--- src/rtl/rf_pkg.sv ---
// Shared definitions for the register-transfer sequencer: command op codes,
// FSM state encoding, register file FunSel codes and index-to-enable mapping.
package rf_pkg;

  typedef enum logic [2:0] {
    OP_LOAD    = 3'b000,
    OP_MOVE    = 3'b001,
    OP_SWAP    = 3'b010,
    OP_INC     = 3'b011,
    OP_DEC     = 3'b100,
    OP_CLR     = 3'b101,
    OP_READ    = 3'b110,
    OP_ILLEGAL = 3'b111
  } op_e;

  typedef enum logic [2:0] {
    ST_IDLE   = 3'd0,
    ST_RD_SRC = 3'd1,
    ST_RD_DST = 3'd2,
    ST_WR_DST = 3'd3,
    ST_WR_SRC = 3'd4,
    ST_RESP   = 3'd5
  } state_e;

  localparam logic [2:0] FUN_LOAD = 3'b010;
  localparam logic [2:0] FUN_INC  = 3'b001;
  localparam logic [2:0] FUN_DEC  = 3'b000;
  localparam logic [2:0] FUN_CLR  = 3'b011;

  // Active-low enable vector {RegSel, ScrSel}: index 0 (R1) is bit 7,
  // index 3 (R4) is bit 4, index 4 (S1) is bit 3, index 7 (S4) is bit 0.
  function automatic logic [7:0] index_to_enables(input logic [2:0] idx);
    logic [7:0] en;
    en = 8'hFF;
    en[3'd7 - idx] = 1'b0;
    return en;
  endfunction

  // FunSel used when writing the destination; plain transfers are loads of I.
  function automatic logic [2:0] fun_for_op(input op_e op);
    logic [2:0] fun;
    case (op)
      OP_INC:  fun = FUN_INC;
      OP_DEC:  fun = FUN_DEC;
      OP_CLR:  fun = FUN_CLR;
      default: fun = FUN_LOAD;
    endcase
    return fun;
  endfunction

endpackage

--- src/rtl/rf_transfer_sequencer.sv ---
// Command-driven initiator for the 8-entry register file. One command is
// accepted per valid/ready handshake and sequenced as reads (captured into
// HoldA/HoldB) followed by single-cycle writes, ending in a Done response.
module rf_transfer_sequencer #(
  parameter int WIDTH = 16
) (
  input  logic             Clock,
  input  logic             Reset,
  input  logic             CmdValid,
  output logic             CmdReady,
  input  logic [2:0]       CmdOp,
  input  logic [2:0]       CmdSrc,
  input  logic [2:0]       CmdDst,
  input  logic [WIDTH-1:0] CmdData,
  input  logic [WIDTH-1:0] RfOutA,
  output logic [WIDTH-1:0] RfI,
  output logic [2:0]       RfOutASel,
  output logic [2:0]       RfOutBSel,
  output logic [2:0]       RfFunSel,
  output logic [3:0]       RfRegSel,
  output logic [3:0]       RfScrSel,
  output logic             Done,
  output logic [WIDTH-1:0] Result,
  output logic             Err
);
  import rf_pkg::*;

  state_e           state;
  state_e           next_state;
  op_e              op_q;
  logic [2:0]       src_q;
  logic [2:0]       dst_q;
  logic [WIDTH-1:0] data_q;
  logic [WIDTH-1:0] hold_a;
  logic [WIDTH-1:0] hold_b;
  logic [WIDTH-1:0] result_q;
  logic [WIDTH-1:0] result_next;
  logic [WIDTH-1:0] src_value;
  logic             err_q;
  logic             accept;
  logic [7:0]       enables;

  assign CmdReady  = (state == ST_IDLE);
  assign accept    = CmdValid && CmdReady;
  assign Done      = (state == ST_RESP);
  assign Err       = Done && err_q;
  assign Result    = result_q;
  assign RfOutBSel = RfOutASel;
  assign RfRegSel  = enables[7:4];
  assign RfScrSel  = enables[3:0];

  // The source value is still on OutA when leaving RD_SRC directly to RESP.
  assign src_value = (state == ST_RD_SRC) ? RfOutA : hold_a;

  // State register; reset returns to IDLE, which also forces enables inactive.
  always_ff @(posedge Clock or negedge Reset) begin
    if (!Reset) state <= ST_IDLE;
    else        state <= next_state;
  end

  // Next-state sequencing; IDLE decodes the live command, later states the latched op.
  always_comb begin
    next_state = state;
    case (state)
      ST_IDLE: begin
        if (accept) begin
          case (op_e'(CmdOp))
            OP_LOAD, OP_INC, OP_DEC, OP_CLR: next_state = ST_WR_DST;
            OP_MOVE, OP_SWAP, OP_READ:       next_state = ST_RD_SRC;
            default:                         next_state = ST_RESP;
          endcase
        end
      end
      ST_RD_SRC: begin
        case (op_q)
          OP_MOVE: next_state = ST_WR_DST;
          OP_SWAP: next_state = (src_q == dst_q) ? ST_RESP : ST_RD_DST;
          default: next_state = ST_RESP;
        endcase
      end
      ST_RD_DST: next_state = ST_WR_DST;
      ST_WR_DST: next_state = (op_q == OP_SWAP) ? ST_WR_SRC : ST_RESP;
      ST_WR_SRC: next_state = ST_RESP;
      ST_RESP:   next_state = ST_IDLE;
      default:   next_state = ST_IDLE;
    endcase
  end

  // Register file drive: reads select OutA, writes pull exactly one enable low.
  always_comb begin
    enables   = 8'hFF;
    RfFunSel  = FUN_LOAD;
    RfI       = '0;
    RfOutASel = 3'd0;
    case (state)
      ST_RD_SRC: RfOutASel = src_q;
      ST_RD_DST: RfOutASel = dst_q;
      ST_WR_DST: begin
        enables  = index_to_enables(dst_q);
        RfFunSel = fun_for_op(op_q);
        RfI      = (op_q == OP_MOVE || op_q == OP_SWAP) ? hold_a : data_q;
      end
      ST_WR_SRC: begin
        enables  = index_to_enables(src_q);
        RfFunSel = FUN_LOAD;
        RfI      = hold_b;
      end
      default: ;
    endcase
  end

  // Response value for the command currently finishing.
  always_comb begin
    result_next = '0;
    case (op_q)
      OP_LOAD:                   result_next = data_q;
      OP_MOVE, OP_SWAP, OP_READ: result_next = src_value;
      default:                   result_next = '0;
    endcase
  end

  // Command latch, read holding registers and the held response.
  always_ff @(posedge Clock or negedge Reset) begin
    if (!Reset) begin
      op_q     <= OP_LOAD;
      src_q    <= 3'd0;
      dst_q    <= 3'd0;
      data_q   <= '0;
      hold_a   <= '0;
      hold_b   <= '0;
      result_q <= '0;
      err_q    <= 1'b0;
    end else begin
      if (accept) begin
        op_q   <= op_e'(CmdOp);
        src_q  <= CmdSrc;
        dst_q  <= CmdDst;
        data_q <= CmdData;
        err_q  <= (op_e'(CmdOp) == OP_ILLEGAL);
      end
      if (state == ST_RD_SRC) hold_a <= RfOutA;
      if (state == ST_RD_DST) hold_b <= RfOutA;
      if (next_state == ST_RESP && state != ST_IDLE && state != ST_RESP)
        result_q <= result_next;
    end
  end

endmodule

--- config.mk ---
export PLATFORM = sky130hd
export DESIGN_NAME = rf_transfer_sequencer
export DESIGN_NICKNAME = d
export VERILOG_FILES = /design/src/rtl/rf_pkg.sv /design/src/rtl/rf_transfer_sequencer.sv
export SDC_FILE = /design/constraint.sdc
export NUM_CORES = 1
export LEC_CHECK = 0
export ABC_CLOCK_PERIOD_IN_PS = 6500
export BUFFER_PORTS_ARGS = -buffer_cell sky130_fd_sc_hd__buf_2
export CELL_PAD_IN_SITES_DETAIL_PLACEMENT = 1
export CELL_PAD_IN_SITES_GLOBAL_PLACEMENT = 1
export CORE_MARGIN = 5
export CORE_UTILIZATION = 45
export CTS_CLUSTER_DIAMETER = 100
export CTS_CLUSTER_SIZE = 14
export DETAILED_ROUTE_END_ITERATION = 8
export HOLD_SLACK_MARGIN = 0.15
export PLACE_DENSITY = 0.95
export SYNTH_ARGS = -nofsm -noshare
export SYNTH_HDL_FRONTEND = slang
export SYNTH_SLANG_ARGS = --single-unit
--- constraint.sdc ---
create_clock -name Clock -period 6.5 [get_ports Clock]
set_input_delay 1.3 -clock Clock [delete_from_list [all_inputs] [get_ports Clock]]
set_output_delay 1.3 -clock Clock [all_outputs]
set_load 0.02 [all_outputs]
# After elaboration in Yosys (flattened, before gate mapping)
# Index checks and enable logic that the tools add are counted.
[totals]
wordCells = 70
inputBits = 44
register_bits = 77
[classes]
add_sub_neg = 2
order_cmp = 4
n_reduce_logical = 14
n_mux = 18
eq_ne = 21
n_bitwise = 2
[op_table]
columns = ["cell", "count"]
rows = [
  ["$pmux W16 S2", 2],
  ["$mux W16", 2],
  ["$eq A3 B3 Y1 const B", 10],
  ["$eq A3 B2 Y1 const B", 6],
  ["$pmux W3 S2", 3],
  ["$not A8 Y8", 2],
  ["$pmux W8 S2", 1],
  ["$pmux W3 S5", 1],
  ["$eq A3 B1 Y1 const B", 3],
  ["$logic_not A3 Y1", 3],
  ["$lt A3 B4 Y1 const B", 2],
  ["$demux W1 S3", 2],
  ["$ge A3 B1 Y1 const B", 2],
  ["$logic_and A1 B1 Y1", 6],
  ["$mux W3", 2],
  ["$pmux W2 S3", 1],
  ["$reduce_or A3 Y1", 2],
  ["$sub A3 B3 Y3 const A", 2],
  ["$reduce_or A4 Y1", 1],
  ["$eq A3 B3 Y1", 1],
  ["$mux W1", 3],
  ["$ne A3 B3 Y1 const B", 1],
  ["$reduce_bool A3 Y1", 1],
  ["$mux W2", 1],
  ["$logic_or A1 B1 Y1", 1],
]

# Longest topological paths before layout
# Gate-level depths: netlist (run 1).
[logic_depth]
word_depth = 8
mapped_depth = 8
depth_no_buf = 5

# Worst setup path after synthesis (run 1)
# OpenSTA, ideal clock, no wires.
[synth_timing]
path_type = "register to output"
start = "reg state[2]"
end = "out RfOutBSel[0]"
path_stages_with_launch = 7
required_ps = 5200
n_path_buf = 4
arrival_ps = 1937
setup_slack_ps = 3263
path_cell_list = "dfrtp_1 clkbuf_1 nor3b_1 clkbuf_1 clkbuf_1 a22o_1 buf_4"
[synth_between]
elab_chain_len = 2
[synth_lines]
columns = ["element", "line_no", "source"]
rows = [
  ["start: declaration", "rf_transfer_sequencer.sv:28", "state_e state;"],
  ["start signal: assignment", "rf_transfer_sequencer.sv:58", "else state <= next_state;"],
  ["$eq A3 B2 Y1 or $eq A3 B1 Y1 (tied branches)", "rf_transfer_sequencer.sv:95", "case (state)"],
  ["$pmux W3 S2 *", "rf_transfer_sequencer.sv:95", ""],
  ["end: declaration", "rf_transfer_sequencer.sv:18", "output logic [2:0] RfOutBSel,"],
]
# Mark *: on every way between the ends. The rest lies on a longest branch, timed or not.

# Worst setup path after layout (run 1)
[layout_timing]
start = "reg state[2]"
end = "out RfRegSel[2]"
[layout_between]
elab_chain_len = 2
[layout_lines]
columns = ["element", "line_no", "source"]
rows = [
  ["$eq A3 B3 Y1 or $eq A3 B2 Y1 (tied branches)", "rf_transfer_sequencer.sv:95", ""],
  ["$pmux W8 S2 *", "rf_transfer_sequencer.sv:95", ""],
  ["end: declaration", "rf_transfer_sequencer.sv:20", "output logic [3:0] RfRegSel,"],
]
# Marks and branches as above.

==> results by group, run 1 <==
Logic synthesis
  – Area leader, netlist: dfrtp_1
  – EDFF count, synth: 0
  – Post-synth ARST share: between 90% and 100%
  – Ys flop type: dfrtp_1
  – Sequential-to-total area share from yosys stat: 50.4%
  – Count of cell types in the netlist: 41
  – Avg Cell Area, Syn: 11.8 sq um
  – Cells after synthesis: 324
  – Mapped Nets: 368
  – Most common cell in the synthesized netlist: dfrtp_1
  – Warnings from Yosys: 0
  – Synth top cells by count: 77 x dfrtp_1, 40 x mux2_2, 31 x mux2_1
  – Seq cells post-synth: 77
  – Top cells by area, synth: dfrtp_1 50%, mux2_2 12%, mux2_1 9.1%
  – Post-synth top area share: between 50% and 60%
  – Synth Cell Area: 3820 sq um

Pwr
  – Clk pwr share: 13.3%
  – Int Pwr: 1.45 mW
  – Total power: 2.55 mW
  – Pwr/cell area: 562 nW/um^2
  – Worst IR Drop VDD: about 0.00021 V
  – Switching share of power: 43.3%
  – Static Leakage: between 2 and 2.5 nW
  – Net Switching: approximately 1.1 mW
  – Comb pwr share: about half
  – Reg power frac: 36.4%

Global route
  – Largest net degree at the start of global routing: 78
  – GRT Total Usage: 20.1%
  – Initial antenna violation count: 0
  – First-pass GRT wire length: 16200 um
  – Vias in the first global route: approximately 3200
  – Grt total ovfl: 0

Finish
  – Final instance area: 4530 sq um
  – End-of-flow core utilization: ~55%
  – Diodes inserted: 0
  – Post-layout nets: approximately 450
  – Layout cells sized above 1: 40.0%
  – Layout area overhead: 18.5%
  – Post-route insts no fill: 515

Place
  – Port-buffer cells: 94
  – Post-DP Area: 4350 sq um
  – Routability cong.: 0.755
  – DP HPWL: roughly 7000 um
  – Dpl cells: 499
  – Worst slack at placement: about 3.0 ns

Clock tree
  – Clk root buf: clkbuf_8
  – Worst-skew pair later-pin latency: approximately 0.35 ns
  – Clk slew on worst S/H paths: roughly 0.090 ns
  – CTS Buffer Depth: 2
  – CTS Buf Count: 9
  – Setup Fix Bufs, Post-CTS: 0
  – # hold bufs at CTS: 0
  – Post-CTS resize count: 0
  – CTS tree: built
  – Clock Sinks: 77
  – H-tree depth: 3

Die
  – Die H: 102 um
  – Starting Density: 46.3%
  – DIE WIDTH: 102 um
  – Core area: 8260 sq um
  – Num rows: 33
  – Die ar.: 10400 sq um
  – I/O Pins: 96

Timing
  – Crit path time final: 3.90 ns
  – Hold Fails Final Rpt: 0
  – RSZ-0062 raised after global routing: no
  – Hold WS: between 0.4 and 0.5 ns
  – Fin crit share: 60.0%
  – Setup TNS Final: 0 ns
  – Number of setup violations in the final report: 0
  – Slew HR: 29.1%
  – FMAX: 0.256 GHz
  – Slew at the pin closest to its max-slew limit: 1.06 ns
  – Clock Skews: 0.00741 ns
  – Max-slew violation count: 0
  – Final WS setup: 2.60 ns

Setup path
  – CP Max Fanout: 25
  – Critical path type: flop to primary output
  – Reg2reg setup slack: 3.39 ns
  – Critical-path cell list: nand3b_1, nand2_1, o221ai_1, buf_2
  – Slowest cell on the critical path: nand3b_1
  – CP startpoint kind: flop
  – Critical path endpoint category: primary output
  – Crit-path max cell delay: 0.84 ns
  – Crit path required time: 5.20 ns
  – WP data arrival: 2.60 ns

Job
  – Max Cap Viol: 0

Drt
  – 1st-pass router iterations: 4
  – Avg WL per Cell: slightly below 20 um
  – Post-Route WL: 10100 um
  – DRC: 0
  – DRT iter0 DRCs: 74
  – Vias per Instance: around 5.5
  – Vias: 2849
  – Post-route ant nets: 0

Min path
  – Worst min-delay path category: flop to flop

Run status
  – Outcome: finished clean
## path summary, 6_finish.rpt
| path | start | endpoint | depth (start not counted) |
|---|---|---|---|
| max | state[2] | RfRegSel[2] | 4 |
| min | Result[3] | Result[3] | 1 |
| max reg2reg | op_q[0] | Result[6] | 5 |
| min reg2reg | Result[3] | Result[3] | 1 |
| max in group asynchronous | Reset | data_q[14] | 1 |
| min in group asynchronous | Reset | hold_a[3] | 1 |
## layout by cell type, fill, tap and decap left out, types with 2 or more instances in the layout
master and n:
a21oi_1 4, a22o_1 19, a31oi_1 5, and2_1 3, and3b_1 2, buf_2 93
buf_4 6, clkbuf_8 10, clkinvlp_4 4, dfrtp_1 77, inv_1 3, mux2_1 31
mux2_2 40, mux2i_1 16, nand2_1 27, nand3b_1 3, nor2_1 4, nor3_1 8
nor3b_1 2, nor3b_2 2, o21ai_0 11, o21ai_1 12, o221ai_1 3, or3_1 2
xor2_1 4
## cell families after synthesis
kind of cell,count (synthesis),synth area share (%)
AND/OR/NAND/NOR,63,8.67
other,1,0.0980
AO/OA/AOI/OAI,59,10.8
XOR/XNOR,5,1.14
multiplexers,87,25.1
buffers and inverters,32,3.79
flip-flops,77,50.4
## sequential cells by signal, indices dropped and copies added, names as in the netlist
name,flops
Result,16
data_q,16
dst_q,3
err_q,1
hold_a,16
hold_b,16
op_q,3
src_q,3
state,3
## routing by layer
metal  share of wire (%)  up-vias  routed length (um)  global-route usage, %
li1                    -     1324                   -                      -
met1                  42     1448                4220                   24.6
met2                  53       67                5290                   35.2
met3                 4.3       10                 438                   4.10
met4                 1.2        0                 121                   7.27
met5                   0        -                   0                      0
## worst max-delay path, delay by kind of cell (launching register included)
kind,cells,cell delay [ns]
AOI/OAI and AO/OA,1,0.19
DFF,1,0.48
buffers and inverters,1,0.22
and+or+nand+nor,2,1.36
## area by class of cell
class,instances,area [sq um]
fillers,916,3720
flip-flops and latches,77,1930
multi-input cells,215,1770
repair buffers,99,510
clock buffers,10,138
well taps,105,131
clock inverters,6,47.5
inverters,3,11.3
## power groups by stage
stage / combinational (mW) / sequential, mW / clock, mW
after floorplan: 0.981 / 0.870 / 0
final: 1.28 / 0.927 / 0.340
after global placement: 1.24 / 0.909 / 0
after global routing: 1.39 / 0.961 / 0.368
after detailed placement: 1.29 / 0.936 / 0
after CTS: 1.30 / 0.926 / 0.350
(Power assumes the default switching activity.)
==> run 2: changes to the inputs <==
- ABC_CLOCK_PERIOD_IN_PS: 6500 -> 3800
- CORE_UTILIZATION: 45 -> 42
- PLACE_DENSITY: 0.95 -> 0.91
- clock period: 6.5 -> 3.8 ns (I/O delays scaled with it)
==> run 2 against run 1 <==
Effect of this change: wire length increased by 6.2%; cell count increased by 0.78%; clock-buffer cell count did not move; power increased by 76%; critical endpoint is now RfI[0].
==> results by group, run 2 (same netlist as run 1, synthesis figures left out) <==
Min path
  – Worst min-delay path category: flop to flop

Pwr
  – Switching share of power: 42.0% (-1.2 points)
  – Static Leakage: 2.15 nW (+2.1%)
  – Net Switching: 1.89 mW (+71%)
  – Int Pwr: 2.60 mW (+80%)
  – Comb pwr share: 49.0% (-1.3 points)
  – Pwr/cell area: 979 nW/um^2 (+74%)
  – Reg power frac: 35.9% (-0.5 points)
  – Clk pwr share: 15.1% (+1.8 points)
  – Worst IR Drop VDD: 0.000478 V (+130%)

Setup path
  – CP Max Fanout: 9 (-64%)
  – WP data arrival: 2.37 ns (-0.23 ns)
  – Critical path type: flop to primary output
  – Reg2reg setup slack: 1.09 ns (-2.30 ns)
  – CP startpoint kind: flop
  – Critical path endpoint category: primary output
  – Reg2reg end: Result[12]
  – CP startpoint: op_q[0]
  – Reg2Reg Depth: 5 (unchanged)
  – Worst Setup EP: RfI[0]
  – Crit path required time: 3.04 ns (-2.16 ns)
  – Critical register-to-register path startpoint: op_q[0]

Drt
  – Post-Route WL: 10700 um (+6.2%)
  – Post-route ant nets: 0 (unchanged)
  – 1st-pass router iterations: 4 (unchanged)
  – Vias: 2902 (+1.9%)
  – Vias per Instance: 5.59 (+1.1%)
  – DRT iter0 DRCs: 63 (-15%)
  – DRC: 0 (unchanged)
  – Avg WL per Cell: 20.6 um (+5.4%)

Die
  – Starting Density: 43.4% (-2.9 points)
  – Die ar.: 11100 sq um (+6.4%)
  – Die H: 105 um (+3.2%)
  – Num rows: 34 (+3.0%)
  – Core area: 8810 sq um (+6.6%)
  – DIE WIDTH: 105 um (+3.2%)
  – I/O Pins: 96 (unchanged)

Finish
  – Diodes inserted: 0 (unchanged)
  – Commonest non-fill, non-tap cell in the layout: buf_2
  – Fill cells: 966 (+5.5%)
  – Most frequent cells in the layout: 93 x buf_2, 77 x dfrtp_1, 40 x mux2_2
  – Post-route insts no fill: 519 (+0.78%)
  – Layout cells sized above 1: 40.4% (+0.39 points)
  – Layout area overhead: 20.0%
  – Post-layout nets: 452 (+0.67%)

Place
  – Dpl cells: 505 (+1.2%)
  – DP HPWL: 7300 um (+4.5%)
  – Routability cong.: 0.747 (-0.98%)
  – Port-buffer cells: 94 (unchanged)

Clock tree
  – Post-CTS resize count: 0 (unchanged)
  – Worst-skew pair later-pin latency: 0.35 ns (about the same)
  – Clk root buf: clkbuf_8
  – Clk slew on worst S/H paths: 0.08 ns (about the same)
  – Clock Sinks: 77 (unchanged)
  – CTS Buf Count: 9 (unchanged)
  – Setup Fix Bufs, Post-CTS: 0 (unchanged)
  – H-tree depth: 3 (unchanged)
  – CTS Buffer Depth: 2 (unchanged)
  – # hold bufs at CTS: 0 (unchanged)
  – CTS tree: built

Timing
  – Crit path time final: approximately 3.1 ns
  – Fin crit share: just over 80%
  – Setup TNS Final: 0 ns (unchanged)
  – Slew HR: 34.4% (+5.3 points)
  – RSZ-0062 raised after global routing: no
  – Slew at the pin closest to its max-slew limit: 0.984 ns (-0.0758 ns)
  – Clock Skews: 0.0119 ns (+0.00454 ns)
  – FMAX: 0.319 GHz
  – Hold Fails Final Rpt: 0 (unchanged)
  – Hold WS: 0.494 ns (-0.00145 ns)
  – Number of setup violations in the final report: 0 (unchanged)
  – Max-slew violation count: 0 (unchanged)

Run status
  – Outcome: finished clean

Global route
  – Largest net degree at the start of global routing: 78 (unchanged)
  – Initial antenna violation count: 0 (unchanged)
  – Vias in the first global route: 3279 (+1.8%)
  – GRT Total Usage: 19.5% (-0.64 points)
  – Grt total ovfl: 0 (unchanged)
  – First-pass GRT wire length: 17200 um (+6.1%)

Job
  – Max Cap Viol: 0 (unchanged)
[run 2: area by class of cell]
cell class / count / area, sq um / share of cell area, %
clock buffer: 10 / 138 / 3.00
clock inverter: 4 / 73.8 / 1.61
inverter: 3 / 11.3 / 0.245
multi-input combinational: 215 / 1770 / 38.6
sequential: 77 / 1930 / 42.0
tap: 108 / 135 / 2.94
timing repair buffer: 102 / 533 / 11.6
[run 2: per-layer routing]
layer  track usage (%)  wire length, um  up-vias
met1              23.1             4420     1492
met4              4.87              138        0
li1                  -                -     1332
met3              4.16              427       14
met2              35.8             5710       64
met5                 0                0        -
[run 2: metrics by stage]
stage / setup WS [ns] / power (mW) / area, sq um / utilization [%]
floorplan: 1.10 / 3.17 / 3820 / -
global placement: 1.12 / 3.69 / 4380 / 49.7
detailed placement: 1.04 / 3.83 / 4380 / 49.7
CTS: 0.661 / 4.53 / 4590 / 52.1
global route: 0.577 / 4.78 / 4590 / 52.1
finish: 0.665 / 4.49 / 4590 / 52.1
[run 2: worst max-delay path, cell delays in order (launching register included)]
cell and delay (ns):
dfrtp_1 0.48, nand2b_1 0.26, a21oi_4 0.40, buf_4 0.31
mux2i_1 0.10, o21ai_0 0.26, buf_2 0.23
[run 2: power groups by stage]
stage | clock network [mW] | registers [mW] | logic [mW]
global route | 0.729 | 1.66 | 2.39
finish | 0.680 | 1.61 | 2.20
detailed placement | 0 | 1.61 | 2.21
floorplan | 0 | 1.49 | 1.68
global placement | 0 | 1.57 | 2.12
CTS | 0.693 | 1.61 | 2.23
[run 2: how the worst min path moves through the flow]
stage | start | end | slack (ns) | cells after the start
after floorplan | Reset | Result[0] | 0.46 | 0
after detailed placement | Result[8] | Result[8] | 0.48 | 1
final | Result[8] | Result[8] | 0.49 | 1
after CTS | Result[8] | Result[8] | 0.49 | 1
after global routing | hold_b[15] | hold_b[15] | 0.51 | 1
after global placement | hold_b[12] | hold_b[12] | 0.47 | 1
==> run 3: changes to the inputs <==
- ABC_AREA: default -> 1
- ABC_CLOCK_PERIOD_IN_PS: 3800 -> 3170
- CORE_UTILIZATION: 42 -> 38
- PLACE_DENSITY: 0.91 -> 0.9
- clock period: 3.8 -> 3.17 ns (I/O delays scaled with it)
==> run 3 against run 2 <==
Effect of this change: largest power group unchanged; utilization is 5.4 points lower; power is 13% higher; global-route usage is 0.27 points higher.
==> results by group, run 3 <==
Finish
  – Layout area overhead: 19.0%
  – Commonest non-fill, non-tap cell in the layout: nand2_1
  – Layout cells sized above 1: 22.9% (-18 points)
  – Diodes inserted: 0 (unchanged)
  – Post-route insts no fill: 719 (+39%)
  – Most frequent cells in the layout: 142 x nand2_1, 121 x o21ai_0, 93 x buf_2
  – Post-layout nets: 626 (+38%)

Pwr
  – Comb pwr share: 52.0% (+3.0 points)
  – Clk pwr share: 14.0% (-1.1 points)
  – Worst IR Drop VDD: 0.000399 V (-16%)
  – Pwr/cell area: 1110 nW/um^2 (+13%)
  – Static Leakage: 2.37 nW (+10%)
  – Reg power frac: 34.1% (-1.8 points)
  – Net Switching: 2.55 mW (+35%)
  – Switching share of power: 50.4% (+8.3 points)
  – Int Pwr: 2.52 mW (-3.3%)

Logic synthesis
  – EDFF count, synth: 0 (unchanged)
  – Most common cell in the synthesized netlist: nand2_1
  – Seq cells post-synth: 77 (unchanged)
  – Warnings from Yosys: 0 (unchanged)
  – Avg Cell Area, Syn: 7.74 sq um (-34%)
  – Mapped Nets: 542 (+47%)
  – Cells after synthesis: 498 (+54%)
  – Ys flop type: dfrtp_1
  – Area leader, netlist: dfrtp_1
  – Post-synth top area share: 50.0% (-0.39 points)
  – Synth Cell Area: 3850 sq um (+0.79%)
  – Post-synth ARST share: 100% (unchanged)
  – Top cells by area, synth: dfrtp_1 50%, o21ai_0 16%, nand2_1 14%
  – Count of cell types in the netlist: 30 (-27%)
  – Synth top cells by count: 142 x nand2_1, 121 x o21ai_0, 77 x dfrtp_1
  – Sequential-to-total area share from yosys stat: 50.0% (-0.39 points)

Min path
  – Worst min-delay path category: primary input to asynchronous set/reset pin

Die
  – Die ar.: 12300 sq um (+10%)
  – Starting Density: 39.3% (-4.2 points)
  – Num rows: 36 (+5.9%)
  – Die H: 111 um (+5.0%)
  – Core area: 9820 sq um (+12%)
  – DIE WIDTH: 111 um (+5.0%)
  – I/O Pins: 96 (unchanged)

Job
  – Max Cap Viol: 0 (unchanged)

Clock tree
  – Worst-skew pair later-pin latency: 0.35 ns (about the same)
  – Clk slew on worst S/H paths: 0.08 ns (about the same)
  – Post-CTS resize count: 0 (unchanged)
  – Setup Fix Bufs, Post-CTS: 0 (unchanged)
  – CTS Buffer Depth: 2 (unchanged)
  – CTS tree: built
  – CTS Buf Count: 9 (unchanged)
  – Clock Sinks: 77 (unchanged)
  – Clk root buf: clkbuf_8
  – H-tree depth: 3 (unchanged)
  – # hold bufs at CTS: 0 (unchanged)

Setup path
  – Top Family by Delay on Critical Path: buffers and inverters
  – Worst path buffer plus inverter count: 3 (+1)
  – Critical-path cell list: inv_1, nand3_1, nand2_1, inv_1, nor2_1, o21ai_0, buf_2
  – Crit path required time: 2.54 ns (-0.50 ns)
  – CP startpoint kind: flop
  – Slowest cell on the critical path: inv_1
  – Cell depth of the worst setup path: 7 (+1)
  – Crit path top cell by count: inv_1
  – CP Max Fanout: 16 (+7)
  – Critical path type: flop to primary output
  – Critical path endpoint category: primary output
  – Reg2Reg Depth: 8 (+3)
  – WP data arrival: 2.31 ns (-0.06 ns)
  – Crit-path max cell delay: 0.45 ns (-0.03 ns)

Timing
  – Max-slew violation count: 0 (unchanged)
  – Clock Skews: 0.00864 ns (-0.00331 ns)
  – Setup TNS Final: 0 ns (unchanged)
  – Slew at the pin closest to its max-slew limit: 0.987 ns (+0.00235 ns)
  – FMAX: 0.339 GHz
  – Crit path time final: 2.95 ns
  – Final WS setup: 0.223 ns (-0.442 ns)
  – Hold Fails Final Rpt: 0 (unchanged)
  – Hold WS: 0.435 ns (-0.0584 ns)
  – RSZ-0062 raised after global routing: no
  – Number of setup violations in the final report: 0 (unchanged)
  – Fin crit share: 93.0%
  – Slew HR: 34.2% (-0.16 points)

Drt
  – Post-route ant nets: 0 (unchanged)
  – DRT iter0 DRCs: 159 (+150%)
  – Post-Route WL: 12000 um (+12%)
  – 1st-pass router iterations: 4 (unchanged)
  – DRC: 0 (unchanged)
  – Vias per Instance: 5.08 (-9.1%)
  – Avg WL per Cell: 16.7 um (-19%)
  – Vias: 3654 (+26%)

Global route
  – Vias in the first global route: 3965 (+21%)
  – Grt total ovfl: 0 (unchanged)
  – Initial antenna violation count: 0 (unchanged)
  – Largest net degree at the start of global routing: 78 (unchanged)
  – First-pass GRT wire length: 19800 um (+15%)
  – GRT Total Usage: 19.8% (+0.27 points)

Place
  – Dpl cells: 704 (+39%)
  – Port-buffer cells: 94 (unchanged)
  – DP HPWL: 8470 um (+16%)
  – Worst slack at placement: 0.688 ns (-0.353 ns)
  – Routability cong.: 0.850 (+14%)

Run status
  – Outcome: finished clean
## run 3: cell count changes after synthesis, sizes merged, moves of 5 or more
cell	previous run	this run
nor3	9	2
clkbuf	19	12
inv	3	54
nand3	1	35
o21ai	23	123
mux2i	16	0
nand2	27	148
a22o	19	0
a31oi	5	0
nor2	4	20
mux2	71	0
buf	10	15
## run 3: metal layers
metal | vias up | track usage, % | share of wire, %
li1 | 1763 | - | -
met1 | 1761 | 24.8 | 43
met2 | 104 | 33.5 | 50
met3 | 26 | 3.28 | 4.1
met4 | 0 | 8.70 | 2.7
met5 | - | 0 | 0
## run 3: area by class of cell
type                       count  area (sq um)
tap                          133           166
clock buffer                  12           165
fill                        1287          5230
multi-input combinational    340          1590
inverter                      54           203
clock inverter                 3          20.0
sequential                    77          1930
timing repair buffer         100           518
## run 3: worst register-to-register path: stages, from the launching register on
cell and delay, ns:
dfrtp_1 0.44, inv_2 0.08, nor3_4 0.58, buf_4 0.30, a21oi_2 0.09, nand3_2 0.35
nand2_4 0.26, nand2_1 0.12, nand2_1 0.06
## run 3: final timing paths
check	from	endpoint	slack [ns]
setup reg to reg	state[1]	Result[8]	0.78
setup / recovery	op_q[2]	RfI[2]	0.22
min in group Clock	Result[15]	Result[15]	0.48
hold / removal	Reset	Result[6]	0.44
hold reg to reg	Result[15]	Result[15]	0.48
max in group asynchronous	Reset	Result[13]	2.10
## run 3: logic make-up (layout without fill, tap and decap cells)
logic type             Yosys count  count (layout)  share of synthesized area, %
AND/OR/NAND/NOR                207             207                          23.5
flip-flops                      77              77                          50.0
XOR/XNOR                         2               2                         0.454
AO/OA/AOI/OAI                  130             130                          17.2
other                            1               1                        0.0973
buffers and inverters           81             169                          8.80
## run 3: power by group through the flow
stage / sequential, mW / clock [mW] / combinational, mW
5_1_grt: 1.79 / 0.759 / 2.93
4_1_cts: 1.73 / 0.721 / 2.65
2_1_floorplan: 1.74 / 0 / 1.77
3_3_place_gp: 1.71 / 0 / 2.49
6_report: 1.73 / 0.709 / 2.63
3_5_place_dp: 1.74 / 0 / 2.64
## run 3: stage by stage
stage          total power, mW  instance area (sq um)  util [%]
6_report                  5.07                   4590      46.7
5_1_grt                   5.48                   4590      46.7
4_1_cts                   5.10                   4590      46.7
3_5_place_dp              4.38                   4400      44.8
3_3_place_gp              4.20                   4400      44.8
2_1_floorplan             3.51                   3850         -
